==> config.mk <==
export PLATFORM = sky130hd
export DESIGN_NAME = fib_result_serializer
export DESIGN_NICKNAME = d
export VERILOG_FILES = /design/src/rtl/fib_pkg.sv /design/src/rtl/sync_fifo.sv /design/src/rtl/fib_result_serializer.sv
export SDC_FILE = /design/constraint.sdc
export NUM_CORES = 1
export LEC_CHECK = 0
export ABC_AREA = 1
export CAP_MARGIN = 0
export CORE_MARGIN = 1
export CORE_UTILIZATION = 45
export CTS_CLUSTER_DIAMETER = 120
export CTS_CLUSTER_SIZE = 24
export DETAILED_ROUTE_END_ITERATION = 8
export PLACE_DENSITY = 0.61
export REMOVE_ABC_BUFFERS = 1
export SYNTH_ARGS = -nofsm -noshare
export SYNTH_HDL_FRONTEND = slang
export SYNTH_SLANG_ARGS = --single-unit
==> constraint.sdc <==
create_clock -name CLK -period 6.85 [get_ports CLK]
set_input_delay 1.37 -clock CLK [delete_from_list [all_inputs] [get_ports CLK]]
set_output_delay 1.37 -clock CLK [all_outputs]
set_load 0.05 [all_outputs]
==> src/rtl/fib_pkg.sv <==
// Shared types for the fib accelerator result path: word type and the
// serializer state encoding.
package fib_pkg;

  localparam int FIB_W = 32;

  typedef logic [FIB_W-1:0] fib_word_t;

  typedef enum logic {
    IDLE = 1'b0,
    SEND = 1'b1
  } ser_state_t;

endpackage

==> src/rtl/sync_fifo.sv <==
// Single-clock circular-buffer FIFO with occupancy count. A push while full
// or a pop while empty is ignored; written data is readable the next cycle.
module sync_fifo #(
  parameter int WIDTH = 32,
  parameter int DEPTH = 4
) (
  input  logic                   CLK,
  input  logic                   rst,
  input  logic                   push,
  input  logic                   pop,
  input  logic [WIDTH-1:0]       din,
  output logic [WIDTH-1:0]       dout,
  output logic [$clog2(DEPTH):0] level,
  output logic                   full,
  output logic                   empty
);

  localparam int PTR_W = $clog2(DEPTH);
  localparam int LVL_W = PTR_W + 1;

  logic [WIDTH-1:0] mem [DEPTH];
  logic [PTR_W-1:0] wr_ptr;
  logic [PTR_W-1:0] rd_ptr;
  logic             do_push;
  logic             do_pop;

  assign full    = (level == LVL_W'(DEPTH));
  assign empty   = (level == '0);
  assign do_push = push && !full;
  assign do_pop  = pop && !empty;
  assign dout    = mem[rd_ptr];

  // NOTE: the storage array has no reset; pointers and level alone define
  // which entries are valid, so clearing the data would only cost logic.
  always_ff @(posedge CLK) begin
    if (do_push) begin
      mem[wr_ptr] <= din;
    end
  end

  // NOTE: every sequential assignment uses <= so all registers update from
  // the same pre-edge values regardless of statement order.
  always_ff @(posedge CLK) begin
    if (rst) begin
      wr_ptr <= '0;
      rd_ptr <= '0;
      level  <= '0;
    end else begin
      if (do_push) begin
        wr_ptr <= wr_ptr + PTR_W'(1);
      end
      if (do_pop) begin
        rd_ptr <= rd_ptr + PTR_W'(1);
      end
      case ({do_push, do_pop})
        2'b10:   level <= level + LVL_W'(1);
        2'b01:   level <= level - LVL_W'(1);
        default: level <= level;
      endcase
    end
  end

endmodule

==> src/rtl/fib_result_serializer.sv <==
// Buffers fib accelerator results and streams each word out as bytes,
// least significant byte first, over an 8-bit valid/ready link.
module fib_result_serializer
  import fib_pkg::*;
#(
  parameter int DEPTH  = 4,
  parameter int DATA_W = FIB_W
) (
  input  logic                   CLK,
  input  logic                   rst,
  input  logic                   vld_in,
  input  logic [DATA_W-1:0]      fib_in,
  output logic                   rdy_in,
  output logic [7:0]             byte_out,
  output logic                   byte_vld,
  input  logic                   byte_rdy,
  output logic                   byte_last,
  output logic [$clog2(DEPTH):0] level
);

  localparam int BYTES = DATA_W / 8;
  localparam int IDX_W = (BYTES > 1) ? $clog2(BYTES) : 1;
  localparam logic [IDX_W-1:0] LAST_IDX = IDX_W'(BYTES - 1);

  ser_state_t        state;
  ser_state_t        state_nxt;
  logic [DATA_W-1:0] shreg;
  logic [IDX_W-1:0]  idx;
  logic              load;
  logic              shift;

  logic              fifo_push;
  logic              fifo_pop;
  logic [DATA_W-1:0] fifo_dout;
  logic              fifo_full;
  logic              fifo_empty;

  assign rdy_in    = !rst && !fifo_full;
  assign fifo_push = vld_in && rdy_in;

  sync_fifo #(
    .WIDTH (DATA_W),
    .DEPTH (DEPTH)
  ) u_fifo (
    .CLK   (CLK),
    .rst   (rst),
    .push  (fifo_push),
    .pop   (fifo_pop),
    .din   (fib_in),
    .dout  (fifo_dout),
    .level (level),
    .full  (fifo_full),
    .empty (fifo_empty)
  );

  // NOTE: every signal driven here gets a default first so no path can
  // leave one unassigned and infer a latch.
  always_comb begin
    state_nxt = state;
    fifo_pop  = 1'b0;
    load      = 1'b0;
    shift     = 1'b0;
    case (state)
      IDLE: begin
        if (!fifo_empty) begin
          fifo_pop  = 1'b1;
          load      = 1'b1;
          state_nxt = SEND;
        end
      end
      SEND: begin
        if (byte_rdy) begin
          if (idx == LAST_IDX) begin
            // Reload straight from the FIFO so consecutive words leave no gap.
            if (!fifo_empty) begin
              fifo_pop = 1'b1;
              load     = 1'b1;
            end else begin
              state_nxt = IDLE;
            end
          end else begin
            shift = 1'b1;
          end
        end
      end
      default: state_nxt = IDLE;
    endcase
  end

  always_ff @(posedge CLK) begin
    if (rst) begin
      state <= IDLE;
      idx   <= '0;
      shreg <= '0;
    end else begin
      state <= state_nxt;
      if (load) begin
        shreg <= fifo_dout;
        idx   <= '0;
      end else if (shift) begin
        shreg <= shreg >> 8;
        idx   <= idx + IDX_W'(1);
      end
    end
  end

  // Outputs depend only on registered state, so they hold while stalled.
  assign byte_vld  = (state == SEND);
  assign byte_out  = byte_vld ? shreg[7:0] : 8'h00;
  assign byte_last = byte_vld && (idx == LAST_IDX);

endmodule

* Word-level counts from Yosys, hierarchy flattened *
Memories as Yosys holds them, arrays and structs flattened. A register that Yosys moved wholly into a read port is not among the register bits.
Cells that the tools add are included.

storage, ports and cells
  output and inout bits = 14
  bits in writable memories = 128
  register bits = 42
  memories kept = 1

cells by class
  add/subtract/negate cells = 5
  reductions and logical operators = 12
  muxes and demuxes = 18
  bitwise logic cells = 1
  equality and inequality tests = 4

memories
  name        words  width  read ports  clocked after memory_dff  write ports  line             text
  u_fifo.mem  4      32     1           1                         1            sync_fifo.sv:21  logic [WIDTH-1:0] mem [DEPTH];

operators by type and width
  cell                   number
  $mux W32               2
  $mux W1                10
  $mux W8                1
  $add A2 B1 Y2 const B  3
  $pmux W3 S2            1
  $logic_and A1 B1 Y1    5
  $eq A2 B2 Y1 const B   2
  $mux W2                2
  $pmux W1 S2            2
  $reduce_bool A2 Y1     2
  $add A3 B1 Y3 const B  1
  $eq A3 B3 Y1 const B   1
  $logic_not A1 Y1       3
  $logic_not A3 Y1       1
  $sub A3 B1 Y3 const B  1
  $eq A2 B1 Y1 const B   1
  $reduce_or A2 Y1       1
  $not A1 Y1             1

* Depth between registers and ports, before layout *
  depth in word-level cells = 8
  mapped depth = 13

* Hierarchy *
From an unflattened synthesis, not the netlist that was laid out.

unflattened totals
  cells, all modules = 646
  area, all modules = 7,303.3 um2

by module, submodules not included
  module                 area each (um2)  cells each  instances
  sync_fifo              5,268.8          379         1
  fib_result_serializer  2,034.5          267         1

* Worst setup path before layout *
No wires, ideal clock.

  kind = in2out
  start point = input rst
  end point = output rdy_in
  required time = 5.480 ns
  stages on the path = 2
  slack = 3.151 ns
  arrival time = 2.329 ns
  path through = clkbuf_1 -> a21oi_1

on the way
  cells in the longest elaborated chain, start to end = 2

ends and longest elaborated chain
  element              line                         text
  from (decl)          fib_result_serializer.sv:10  input logic rst,
  $logic_not A1 Y1     fib_result_serializer.sv:38  assign rdy_in = !rst && !fifo_full;
  $logic_and A1 B1 Y1  fib_result_serializer.sv:38
  to (decl)            fib_result_serializer.sv:13  output logic rdy_in,

No other way between the ends.

* Worst setup path in the final report *
Ends and elaborated chain as after synthesis.

==> metrics.md <==
| Metric | Value |
|---|---|
| Outcome | `complete, no violations` |
| Hold path cells | `2` |
| CTS clock-pin slew for the worst setup and hold paths | `0.06 ns` |
| Clk_skew | `0.00874 ns` |
| Worst Setup End Kind | `output port` |
| Worst r2r path cells | `12` |
| Cells after Synth | `645` |
| DRT met1 WL | `6.38 mm` |
| Clock Tree Buf Depth | `2` |
| Die height | `127 µm` |
| Share of layout cells above drive strength 1 | `8.30%` |
| Worst slew pin tran | `0.996 ns` |
| TritonCTS clock tree | `done` |
| Post-route insts no fill | `887` |
| CP arrival | `3.14 ns` |
| Congestion Overflow GR | `0` |
| F_max | `222 MHz` |
| CP Data Required Time | `5.48 ns` |
| Min Tclk post-route | `4.51 ns` |
| Global Route Usage Sum | `18.3%` |
| Layout Nets | `729` |
| Met3 wire len | `468 µm` |
| Buffer count from post-CTS setup fixing | `0` |
| Synth Register Bits | `172` |
| Htree depth | `4` |
| Reg-to-Reg Start | `idx[0]` |
| Hold WC Path Type | `reg2reg` |
| Post-DP HPWL | `8.54 mm` |
| Syn_area_per_cell | `10.8 µm²` |
| Vias | `4499` |
| Iter 0 DRT Violations | `341` |
| Slew headroom | `33.6%` |
| # Max-Cap Violations | `0` |
| Leak pwr | `0.00304 µW` |
| Vias in the first global route | `4302` |
| Area Growth Syn to Fin | `16.0%` |
| Worst-Skew Late Latency | `0.42 ns` |
| Final setup vio count | `0` |
| RSZ-0062 raised after global routing | `no` |
| Initial Util | `46.1%` |
| Ant diodes | `0` |
| Largest net degree at the start of global routing | `72` |
| Hold_sp | `shreg[27]` |
| R2r setup slk | `4.49 ns` |
| Post-CTS Resized | `0` |
| Final WS setup | `2.34 ns` |
| Clk root buf | `clkbuf_16` |
| Port Buffers | `49` |
| Post-synthesis sequential area ratio | `67.7%` |
| Sum Neg Setup Slack | `0 ns` |
| Num CTS Buffers | `17` |
| Clock sinks | `172` |
| Warnings, synthesis | `0` |
| Capturing point of the worst reg2reg path | `u_fifo.level[2]` |
| DRT Pass-1 Iters | `5` |
| First-pass GRT wire length | `22.1 mm` |
| Die area | `16000 µm²` |
| Final WL | `13.7 mm` |
| Max VDD drop | `0.000200 V` |
| Post-CTS Hold Fix Bufs | `0` |
| Power density over the cells | `376 nW/µm²` |
| Post-Syn Area | `6980 µm²` |
| Initial antenna violation count | `0` |
| Final Slew Violations | `0` |
| Placeable Area | `15100 µm²` |
| DRC violations left | `0` |
| Final count of hold timing violations | `0` |
| Netlist cell types | `34` |
| Worst Hold End | `shreg[27]` |
| Final Cycle Share | `65.8%` |
| Num rows | `45` |
| Inst Count DP | `855` |
| Routed wire per std cell | `15.5 µm` |
| Setup CP Type | `in2out` |
| Antenna Nets Post-Route | `0` |
| CP Launch Type | `primary input` |
| Top-Level Pins | `50` |
| Place WS | `2.30 ns` |
| Wire length on met2 | `6.60 mm` |
| Routability cong. | `0.791` |
| Highest Signal Layer | `met4` |
| Die width | `127 µm` |
| Drt via density | `5.07` |
| Worst Path Max Fanout | `15` |
## where the power goes
part | switching (µW) | total (µW) | internal [µW]
Clock | 370 | 935 | 564
Sequential | 76.4 | 1320 | 1250
Combinational | 537 | 790 | 253
## critical path, cell delays in order
cell and delay [ns]:
clkdlybuf4s50_1 0.70, a21oi_1 0.24, clkdlybuf4s50_1 0.82
## layer usage
layer / vias up / track usage, %
met2: 84 / 29.9
met4: 0 / 7.73
met3: 21 / 3.80
met1: 2130 / 23.9
met5: - / 0
li1: 2264 / -
## worst max-delay path by stage
stage | from | endpoint | slack (ns)
after global routing | rst | rdy_in | 2.22
final | rst | rdy_in | 2.34
after floorplan | rst | u_fifo.mem[0][0] | 3.24
after detailed placement | rst | u_fifo.mem[3][19] | 2.30
after CTS | rst | rdy_in | 2.31
after global placement | rst | rdy_in | 2.34
## cell usage in the layout (no fill, tap or decap)
master,instances
a21oi_1,21
a21oi_2,1
a31oi_1,1
buf_4,5
bufinv_16,2
clkbuf_1,5
clkbuf_16,17
clkbuf_8,3
clkdlybuf4s50_1,49
clkinv_2,4
clkinvlp_4,1
dfxtp_1,43
dfxtp_2,1
edfxtp_1,128
fa_1,1
ha_1,6
inv_1,36
inv_2,4
inv_4,2
inv_6,1
nand2_1,160
nand2_2,2
nand2_4,2
nand2_8,1
nand3_1,39
nand3_2,1
nand3_4,1
nor2_1,70
nor2_2,7
nor2_4,1
o211ai_1,6
o21ai_0,40
o21ai_1,25
o21ai_2,1
o22ai_1,10
or2_2,1
xor2_1,1
## state kept, by name, summed over array words and instances (netlist names), named ones only
name           flops
u_fifo.rd_ptr      2
idx                2
u_fifo.level       3
u_fifo.mem       128
byte_vld           1
shreg             32
u_fifo.wr_ptr      2
## kinds of logic after synthesis
family	Yosys count	share of synthesized area, %
buffers and inverters	75	5.73
adders and majority gates	7	1.36
and+or+nand+nor	285	17.1
AOI/OAI and AO/OA	105	8.05
xor gates and xnor gates	1	0.125
DFF	172	67.7
## cell usage after synthesis
| master | count | area share (%) |
|---|---|---|
| fa_1 | 1 | 0.29 |
| ha_1 | 6 | 1.1 |
| nand3_1 | 39 | 2.8 |
| a31oi_1 | 1 | 0.090 |
| o21ai_1 | 25 | 1.8 |
| clkinv_2 | 1 | 0.072 |
| inv_4 | 1 | 0.090 |
| nand2_4 | 2 | 0.32 |
| edfxtp_1 | 128 | 55 |
| o21ai_2 | 1 | 0.13 |
| nand2_1 | 160 | 8.6 |
| nor2_1 | 74 | 4.0 |
| buf_1 | 1 | 0.054 |
| buf_4 | 6 | 0.64 |
| o21ai_0 | 40 | 2.9 |
| inv_6 | 1 | 0.13 |
| buf_2 | 10 | 0.72 |
| or2_2 | 1 | 0.090 |
| a21oi_1 | 21 | 1.5 |
| dfxtp_1 | 44 | 13 |
| buf_6 | 10 | 1.6 |
| o211ai_1 | 6 | 0.64 |
| o22ai_1 | 10 | 0.90 |
| clkbuf_1 | 5 | 0.27 |
| nand2_2 | 2 | 0.18 |
| nand2_8 | 1 | 0.29 |
| a21oi_2 | 1 | 0.13 |
| nor2_2 | 3 | 0.27 |
| nand3_2 | 1 | 0.14 |
| inv_2 | 4 | 0.21 |
| nand3_4 | 1 | 0.25 |
| inv_1 | 36 | 1.9 |
| nor2_4 | 1 | 0.16 |
| xor2_1 | 1 | 0.13 |
## final cells by class
class / count / area (µm²)
Tap cell: 188 / 235
Fill cell: 1335 / 7040
Timing Repair Buffer: 54 / 528
Clock inverter: 7 / 88.8
Inverter: 43 / 170
Multi-Input combinational cell: 398 / 1870
Clock buffer: 25 / 485
Sequential cell: 172 / 4730
## metrics by stage
step	area, µm²	hold WS [ns]	util (%)	total power (µW)
after CTS	8100	0.465	53.5	3070
final	8100	0.466	53.5	3050
after global routing	8100	0.481	53.5	3220
after floorplan	6750	0.437	-	1890
after global placement	7530	0.450	49.7	2120
after detailed placement	7530	0.454	49.7	2140
(Power assumes the default switching activity.)
